===== config.mk =====
export PLATFORM = sky130hd
export DESIGN_NAME = final_module_sys
export DESIGN_NICKNAME = d
export VERILOG_FILES = /design/src/rtl/final_module_sys.sv
export SDC_FILE = /design/constraint.sdc
export NUM_CORES = 1
export LEC_CHECK = 0
export CAP_MARGIN = 20
export CORE_UTILIZATION = 30
export DETAILED_ROUTE_END_ITERATION = 12
export GPL_ROUTABILITY_DRIVEN = 0
export SLEW_MARGIN = 20
export SYNTH_ARGS = -nofsm -noshare
export SYNTH_HDL_FRONTEND = slang
export SYNTH_SLANG_ARGS = --single-unit

===== constraint.sdc =====
create_clock -name clk -period 6.2 [get_ports clk]
set_input_delay 0.62 -clock clk [delete_from_list [all_inputs] [get_ports clk]]
set_output_delay 0.62 -clock clk [all_outputs]
set_load 0.02 [all_outputs]

===== src/rtl/final_module_sys.sv =====
// Vector-coprocessor demo: program ROM, micro-sequencer, 4x VLEN vector regfile,
// element-serial ALU and 32-bit accumulator. Define RETIRE_LOG_EN for a sim-only retire trace.

module final_module_sys_alu #(
  parameter int ELEN = 8
) (
  input  logic [3:0]      op,
  input  logic [ELEN-1:0] a,
  input  logic [ELEN-1:0] b,
  input  logic [ELEN-1:0] imm,
  input  logic [ELEN-1:0] idx,
  output logic [ELEN-1:0] y
);
  localparam logic [3:0] OP_VSPLAT = 4'h1;
  localparam logic [3:0] OP_VADD   = 4'h2;
  localparam logic [3:0] OP_VMUL   = 4'h3;
  localparam logic [3:0] OP_VSUB   = 4'h4;
  localparam logic [3:0] OP_VIDX   = 4'h6;

  always_comb begin
    y = '0;
    case (op)
      OP_VSPLAT: y = imm;
      OP_VADD:   y = a + b;
      OP_VMUL:   y = ELEN'(a * b);
      OP_VSUB:   y = a - b;
      OP_VIDX:   y = idx + imm;
      default:   y = '0;
    endcase
  end
endmodule

module final_module_sys #(
  parameter int VLEN      = 4,
  parameter int ELEN      = 8,
  parameter int ROM_DEPTH = 16
) (
  input  logic        clk,
  input  logic        resetn,
  output logic        done,
  output logic        trap,
  output logic [31:0] result
);
  localparam int PW = $clog2(ROM_DEPTH);
  localparam int EW = (VLEN > 1) ? $clog2(VLEN) : 1;

  localparam logic [3:0] OP_NOP     = 4'h0;
  localparam logic [3:0] OP_VREDSUM = 4'h5;
  localparam logic [3:0] OP_HALT    = 4'hF;

  typedef enum logic [1:0] {S_FETCH, S_EXEC, S_DONE} state_t;

  // imm[7:6] doubles as vs2 for register-register ops
  typedef struct packed {
    logic [3:0] op;
    logic [1:0] vd;
    logic [1:0] vs1;
    logic [7:0] imm;
  } insn_t;

  state_t                               state, state_nxt;
  insn_t                                ir;
  logic [PW-1:0]                        pc;
  logic [EW-1:0]                        elem;
  logic [31:0]                          acc;
  logic [3:0][VLEN-1:0][ELEN-1:0]       vreg;
  logic [15:0]                          rom_word;
  logic [ELEN-1:0]                      elem_a, elem_b, alu_y;
  logic                                 is_vec, last_elem;
  logic                                 fetch_en, vwe, acc_add, elem_step;
  logic                                 set_done, set_trap, retire;

  function automatic logic [15:0] rom_f(input logic [PW-1:0] a);
    case (int'(a))
      0:       rom_f = 16'h6001;  // VIDX    v0, 1
      1:       rom_f = 16'h1403;  // VSPLAT  v1, 3
      2:       rom_f = 16'h3840;  // VMUL    v2, v0, v1
      3:       rom_f = 16'h2E00;  // VADD    v3, v2, v0
      4:       rom_f = 16'h5300;  // VREDSUM v3
      5:       rom_f = 16'h4900;  // VSUB    v2, v1, v0
      6:       rom_f = 16'h5200;  // VREDSUM v2
      7:       rom_f = 16'hF000;  // HALT
      default: rom_f = 16'h0000;
    endcase
  endfunction

  assign rom_word  = rom_f(pc);
  assign elem_a    = vreg[ir.vs1][elem];
  assign elem_b    = vreg[ir.imm[7:6]][elem];
  assign is_vec    = (ir.op >= 4'h1) && (ir.op <= 4'h6);
  assign last_elem = (elem == EW'(VLEN-1));
  assign result    = acc;

  final_module_sys_alu #(.ELEN(ELEN)) u_alu (
    .op  (ir.op),
    .a   (elem_a),
    .b   (elem_b),
    .imm (ir.imm[ELEN-1:0]),
    .idx ({{(ELEN-EW){1'b0}}, elem}),
    .y   (alu_y)
  );

  always_ff @(posedge clk or negedge resetn) begin
    if (!resetn) state <= S_FETCH;
    else         state <= state_nxt;
  end

  always_comb begin
    state_nxt = state;
    fetch_en  = 1'b0;
    vwe       = 1'b0;
    acc_add   = 1'b0;
    elem_step = 1'b0;
    set_done  = 1'b0;
    set_trap  = 1'b0;
    retire    = 1'b0;
    case (state)
      S_FETCH: begin
        fetch_en  = 1'b1;
        state_nxt = S_EXEC;
      end
      S_EXEC: begin
        if (is_vec) begin
          elem_step = 1'b1;
          acc_add   = (ir.op == OP_VREDSUM);
          vwe       = (ir.op != OP_VREDSUM);
          if (last_elem) begin
            retire    = 1'b1;
            state_nxt = S_FETCH;
          end
        end else if (ir.op == OP_NOP) begin
          retire    = 1'b1;
          state_nxt = S_FETCH;
        end else begin
          retire    = 1'b1;
          set_done  = (ir.op == OP_HALT);
          set_trap  = (ir.op != OP_HALT);
          state_nxt = S_DONE;
        end
      end
      default: state_nxt = S_DONE;
    endcase
  end

  // Each element reads and writes only its own index, so vd==vs never sees a new value early
  always_ff @(posedge clk or negedge resetn) begin
    if (!resetn) begin
      ir   <= '0;
      pc   <= '0;
      elem <= '0;
      acc  <= '0;
      vreg <= '0;
      done <= 1'b0;
      trap <= 1'b0;
    end else begin
      if (fetch_en) begin
        ir   <= insn_t'(rom_word);
        pc   <= (pc == PW'(ROM_DEPTH-1)) ? '0 : pc + 1'b1;
        elem <= '0;
      end
      if (elem_step) elem <= last_elem ? '0 : elem + 1'b1;
      if (vwe)       vreg[ir.vd][elem] <= alu_y;
      if (acc_add)   acc <= acc + {{(32-ELEN){1'b0}}, elem_a};
      if (set_done)  done <= 1'b1;
      if (set_trap)  trap <= 1'b1;
    end
  end

`ifdef RETIRE_LOG_EN
  logic [PW-1:0] retire_pc;
  logic [31:0]   retire_acc;
  assign retire_pc  = pc - 1'b1;
  assign retire_acc = acc_add ? acc + {{(32-ELEN){1'b0}}, elem_a} : acc;
  always_ff @(posedge clk) begin
    if (resetn && retire)
      $display("retire pc=%h op=%h acc=%h", retire_pc, ir.op, retire_acc);
  end
`else
  logic unused_retire;
  assign unused_retire = retire;
`endif
endmodule


* Word-level counts from Yosys, hierarchy flattened
Memories as Yosys holds them, arrays and structs flattened.
Cells that the tools add are included.
Widths: inputs -> output; s select.
** Operators by class
- $add $sub $neg :: 6
- Eq/ne operators :: 13
- Divide/modulo/power cells :: 0
- Multiply operators :: 1
- Bitwise gates (word level) :: 0
- Reduce and logical (&&, ||, !) cells :: 6
- Multiplexer cells :: 36
- Order comparisons :: 8
- Shift operators :: 0
** Operator list (count)
- $bmux 32 s2 :: 2
- $bwmux 128 :: 1
- $mux 32 :: 3
- $demux 32 s2 :: 1
- $pmux 8 s5 :: 1
- $add 32x8->32 :: 1
- $bmux 8 s2 :: 2
- $mux 8 :: 3
- $demux 8 s2 :: 1
- $mux 16 :: 1
- $mux 1 :: 13
- $eq 4x3->1 const B :: 3
- $lt 2x3->1 const B :: 4
- $mux 2 :: 6
- $add 2x8->8 :: 1
- $add 8x8->8 :: 1
- $eq 4x2->1 const B :: 2
- $eq 4x4->1 const B :: 2
- $mul 8x8->8 :: 1
- $sub 8x8->8 :: 1
- $add 4x1->4 const B :: 1
- $eq 4x1->1 const B :: 1
- $ge 2x1->1 const B :: 2
- $ge 4x1->1 const B :: 1
- other kinds (13) :: 15
** Word-level totals
- Output and inout bits :: 34
- Register bits :: 186
- Word-level logic and storage cells :: 97
- Memories :: 1
- Bits in read-only memories :: 88
- Latch bits :: 0
- Bits in writable memories :: 0
- Input bits :: 2
** Memories
- (name not given) :: depth 8, width 11, rd ports 1, clocked after Yosys merged registers in 0, wr ports 0, RTL line 74 : case (int'(a))

* Logic depth before layout (Yosys ltp)
- Word-level depth :: 7
- Depth in mapped cells :: 25
- Gate-level depth less buffers :: 22

* Hierarchy
Synthesis repeated with hierarchy kept, for this count alone.
** Second synthesis, totals
- Cell total of the unflattened synthesis :: 889
- Area, all modules :: 10921.7 sq um
** By module, submodules not included
- final_module_sys :: area each 9083.7 sq um, instances 1, cells an instance 658, seq. area each 4529.3 sq um
- final_module_sys_alu :: area each 1838.0 sq um, instances 1, cells an instance 231, seq. area each 0.0 sq um

* Worst setup path after synthesis
No wires, ideal clock.
- Path type :: register to register
- From :: reg elem[0]
- To :: reg vreg[15] (netlist name)
- Data arrival time :: 5.794 ns
- Cell stages (with the launch flop) :: 25
- Buffers on the path :: 4
- Slack :: 0.333 ns
- Setup time :: 0.073 ns
- Period minus slack after synthesis :: 5.867 ns
- Required time :: 6.127 ns
- Cells stage by stage :: dfrtp_1 > buf_2 > buf_2 > buf_4 > mux4_2 > nand2_1 > nand3_1 > o21ai_1 > or2_2 > fa_1 > fa_1 > inv_1 > fa_1 > inv_1 > fa_1 > inv_1 > ha_1 > a21oi_1 > xnor2_1 > xnor3_1 > xnor2_1 > xor2_1 > a22oi_4 > buf_8 > a21oi_2
** On the way
- Cells in the longest elaborated chain, start to end :: 7
- Elaborated cells on any way between the ends :: 17
- Classes of those cells :: 3 x add/sub; 1 x mul; 2 x order compare; 10 x mux; 1 x reduce/logical
** Ends and longest elaborated chain
- start, declared :: RTL line 64 : logic [EW-1:0] elem;
- start signal, assigned :: RTL line 161 : if (elem_step) elem <= last_elem ? '0 : elem + 1'b1;
- parallel branches: the longest is 6 deep, another holds $mul 8x8->8
- $bwmux 128 * :: RTL line 162 : if (vwe) vreg[ir.vd][elem] <= alu_y;
- end signal, assigned by index :: RTL line 162
- end, declared :: RTL line 66 : logic [3:0][VLEN-1:0][ELEN-1:0] vreg;
Mark *: on every way between the ends. The select of a mux whose other input is x is not followed.
A chain may end at the register's enable or synchronous reset.

* Final worst setup path
- From :: reg ir[9] (netlist name)
- To :: reg vreg[63] (netlist name)
** On the way
- Cells in the longest elaborated chain, start to end :: 7
- Elaborated cells on any way between the ends :: 9
- Classes of those cells :: 2 x add/sub; 1 x mul; 6 x mux
** Ends and longest elaborated chain
- start, declared :: RTL line 62 : insn_t ir;
- start signal, assigned :: RTL line 157 : ir <= insn_t'(rom_word);
- $bmux 32 s2 * :: RTL line 88 : assign elem_a = vreg[ir.vs1][elem];
- $mux 32 (not written as such) * :: RTL line 88
- $bmux 8 s2 * :: RTL line 88
- $mux 8 (not written as such) * :: RTL line 88
- $mul 8x8->8, or another cell as far along :: RTL line 25 : OP_VMUL: y = ELEN'(a * b);
- $pmux 8 s5 * :: RTL line 22 : case (op)
- $bwmux 128 * :: RTL line 162
Mark *: on every way between the ends. The rest lies on a longest branch, timed or not. The select of a mux whose other input is x is not followed.

==> flow_metrics.py <==
metrics = {
    "outcome": {
        "status": "complete, but fails checks",
        "failed_checks": "DRC",
    },
    "pwr": {
        "power_density_nw_per_um2": 192,
        "p_leak_nw": 5.39,
        "ir_drop_uv": 205,
    },
    "worst_hold_path": {
        "hp-class": "input pin to async pin",
    },
    "logic_synthesis": {
        "synth-seq-area-share_pct": 43.5,
        "synth_cell_type_count": 60,
        "syn_avg_cell_area_sq_um": 10.5,
        "yosys_warnings": 0,
        "ys_async_sr_fraction_pct": 100,
        "netlist_top_cells_count": "dfrtp_1 (181), nor2_1 (174), a21oi_1 (143), mux4_2 (46), nand2_1 (46)",
        "synth_top_area_share_pct": 43.5,
        "syn_inst": 997,
        "synth_nets": 1058,
        "ys.flop_type": "dfrtp_1",
        "synth_seq_cells": 181,
        "synth_edf_count": 0,
        "synth_area_sq_um": 10400,
        "yosysTopAreaCell": "dfrtp_1",
        "post-synth-top-count-cell": "dfrtp_1",
        "yosys-top-cells-area": "dfrtp_1 (43%), mux4_2 (9.9%), a21oi_1 (6.9%)",
    },
    "setup_path": {
        "path_depth": 24,
        "cp-end-kind": "flip-flop",
        "worst-endpoint-required_ns": 6.57,
        "crit_path_frequent_cell": "inv_1",
        "reg2reg_from": "ir[9]",
        "path_buf_inv": 6,
        "regToRegEndpoint": "vreg[63]",
        "crit_family": "adder cells",
        "reg2regPathDepth": 24,
        "worstPathCellList": "buf_12 -> mux4_2 -> or3_1 -> o31a_1 -> o21ai_2 -> inv_1 -> nand2b_1 -> fa_1 -> inv_1 -> fa_1 -> ha_1 -> inv_1 -> fa_1 -> inv_1 -> ha_1 -> a21o_1 -> a21oi_2 -> xnor2_1 -> xnor3_1 -> xnor2_1 -> xor2_1 -> a22oi_4 -> buf_12 -> a21oi_1",
        "critPathMaxFanout": 16,
        "cp_slowest_cell": "fa_1",
        "start_kind": "flip-flop",
        "cpPeakStageDelay_ns": 0.52,
        "crit_type": "flip-flop to flip-flop",
        "arrival_ns": 6.26,
        "rrSetupSlack_ns": 0.31,
    },
    "drt": {
        "drtAntennaViolNets": 0,
        "viasPerCell": 5.04,
        "drc": 1,
        "wire_per_inst_um": 17.4,
        "routed_wl_um": 26100,
        "drtPass1Iterations": 9,
        "drtIter0Drc": 502,
        "vias": 7583,
    },
    "global_routing": {
        "grt_pass1_wl_um": 42300,
        "grt_overflow": 0,
        "track_usage_pct": 15.2,
        "grt_max_degree": 100,
        "antenna_found_initial": 0,
        "grt_pass1_vias": 7493,
    },
    "cts": {
        "cts_root_buf": "clkbuf_16",
        "cts_buffer_depth": 2,
        "h-tree-depth": 4,
        "cts.clk_slew.worst_paths_ns": 0.08,
        "cts_made_buffers": 17,
        "cts_tree": "yes",
        "clock_sinks": 181,
        "clk_latency_ns": 0.44,
        "holdBufCountCts": 0,
    },
    "final_layout": {
        "area_growth_syn_to_layout_pct": 16.2,
        "final_layout_size_suffix_gt1_share_pct": 15.7,
        "nFillCells": 3399,
        "fin_area_sq_um": 12100,
        "final_nets": 1105,
        "num_antenna_cells": 0,
    },
    "job": {
        "maxCapViolCount": 0,
    },
    "timing": {
        "slew_viol_final": 0,
        "hold_viol": 0,
        "setup_viol": 0,
        "rsz0062_at_grt": "false",
        "worstMarginPinSlew_ns": 1.07,
        "fmax_mhz": 170,
        "tns_ns": 0,
        "fin_worst_skew_ns": 0.0160,
        "slew_headroom_pct": 28.1,
        "fin_ws_ns": 0.311,
        "fin_crit_sh_pct": 95.0,
        "min_period_ns": 5.89,
    },
    "floorplanning": {
        "fp.dieArea_sq_um": 35500,
        "die_h_um": 188,
        "num_io_pins": 36,
        "rows": 67,
        "die_width_um": 188,
        "core_area_sq_um": 33900,
        "start_util_pct": 30.8,
    },
    "placement": {
        "dp_hpwl_um": 18300,
        "dp_slack_ns": 0.182,
        "io_buffers": 35,
        "dpl_cell_area_sq_um": 11400,
    },
}
## what timing repair did
item / CTS / global route
resized for setup: 0 / 2
endpoints found under the setup margin: 0 / 16
buffers inserted: 0 / 1
## per-stage QoR
step	total power [mW]	std cells	hold WS, ns	util (%)
floorplan	1.20	997	0.324	-
global placement	1.23	1471	0.457	33.7
detailed placement	1.23	1471	0.462	33.8
CTS	2.35	1503	0.315	35.6
global route	2.40	1505	0.328	35.7
finish	2.32	1505	0.221	35.7
## cell type report
type | instances | area [sq um] | area share, %
tap | 448 | 561 | 4.63
sequential | 181 | 4530 | 37.4
clock inverter | 15 | 199 | 1.64
clock buffer | 17 | 425 | 3.51
multi-input combinational | 719 | 5470 | 45.2
timing repair buffer | 79 | 749 | 6.19
inverter | 46 | 173 | 1.43
## layer usage
metal  up-vias  share of wire [%]  track usage, %
met4         0                1.1            3.44
met2       201                 47            23.9
met1      3773                 48            21.8
met3        19                4.8            2.42
li1       3590                  -               -
met5         -                  0               0
## sequential cells by signal (all words and copies together) (netlist names)
signal	cells
elem	2
pc	4
result	32
ir	11
done	1
state	2
vreg	128
trap	1
## cell families (layout without fill, tap and decap cells)
kind of cell / after synthesis / after routing / share of synthesized area (%)
adder cells (fa/ha/maj): 59 / 59 / 8.17
flip-flops: 181 / 181 / 43.5
AND/OR/NAND/NOR: 302 / 302 / 12.8
XOR/XNOR: 58 / 58 / 5.21
multiplexers: 75 / 75 / 13.2
buffers and inverters: 97 / 157 / 4.34
AO/OA/AOI/OAI: 225 / 225 / 12.8
## power breakdown
part / switching, mW / internal, mW / total [mW] / leakage [nW]
Clock: 0.568 / 0.553 / 1.12 / 0.292
Combinational: 0.0228 / 0.00141 / 0.0242 / 2.78
Sequential: 0 / 1.18 / 1.18 / 2.32
Total: 0.591 / 1.73 / 2.32 / 5.39
## worst max-delay path by stage
stage	from	endpoint
2_1_floorplan	elem[0]	vreg[15]
3_3_place_gp	ir[9]	vreg[71]
3_5_place_dp	ir[9]	vreg[63]
4_1_cts	ir[9]	vreg[71]
5_1_grt	ir[9]	vreg[79]
6_report	ir[9]	vreg[63]
## cells in the final DEF (no fill, tap or decap), types with 3 or more instances in the layout
cell	instances
mux2_2	9
nand3_1	18
and2_1	3
clkbuf_16	18
mux2i_1	15
a22o_1	9
mux4_2	46
inv_1	45
nor3_2	5
o21ai_0	22
buf_12	4
nor4b_1	4
dfrtp_1	179
clkdlybuf4s50_1	34
nand2_1	46
xor2_1	22
nand2b_1	12
xnor2_1	33
and3_1	9
nand3b_1	4
clkinv_8	7
a221oi_1	4
o31ai_1	4
nor2_1	174
a21oi_2	12
buf_4	39
nor3_1	3
fa_1	15
a21oi_1	142
ha_1	44
o22ai_1	3
a22oi_1	6
a22oi_2	3
nor3b_1	5
o21ai_1	3
a21o_1	6
or2_2	3
nor2b_1	8
mux2i_2	3
Note: power is estimated with default switching activity, not from simulation.
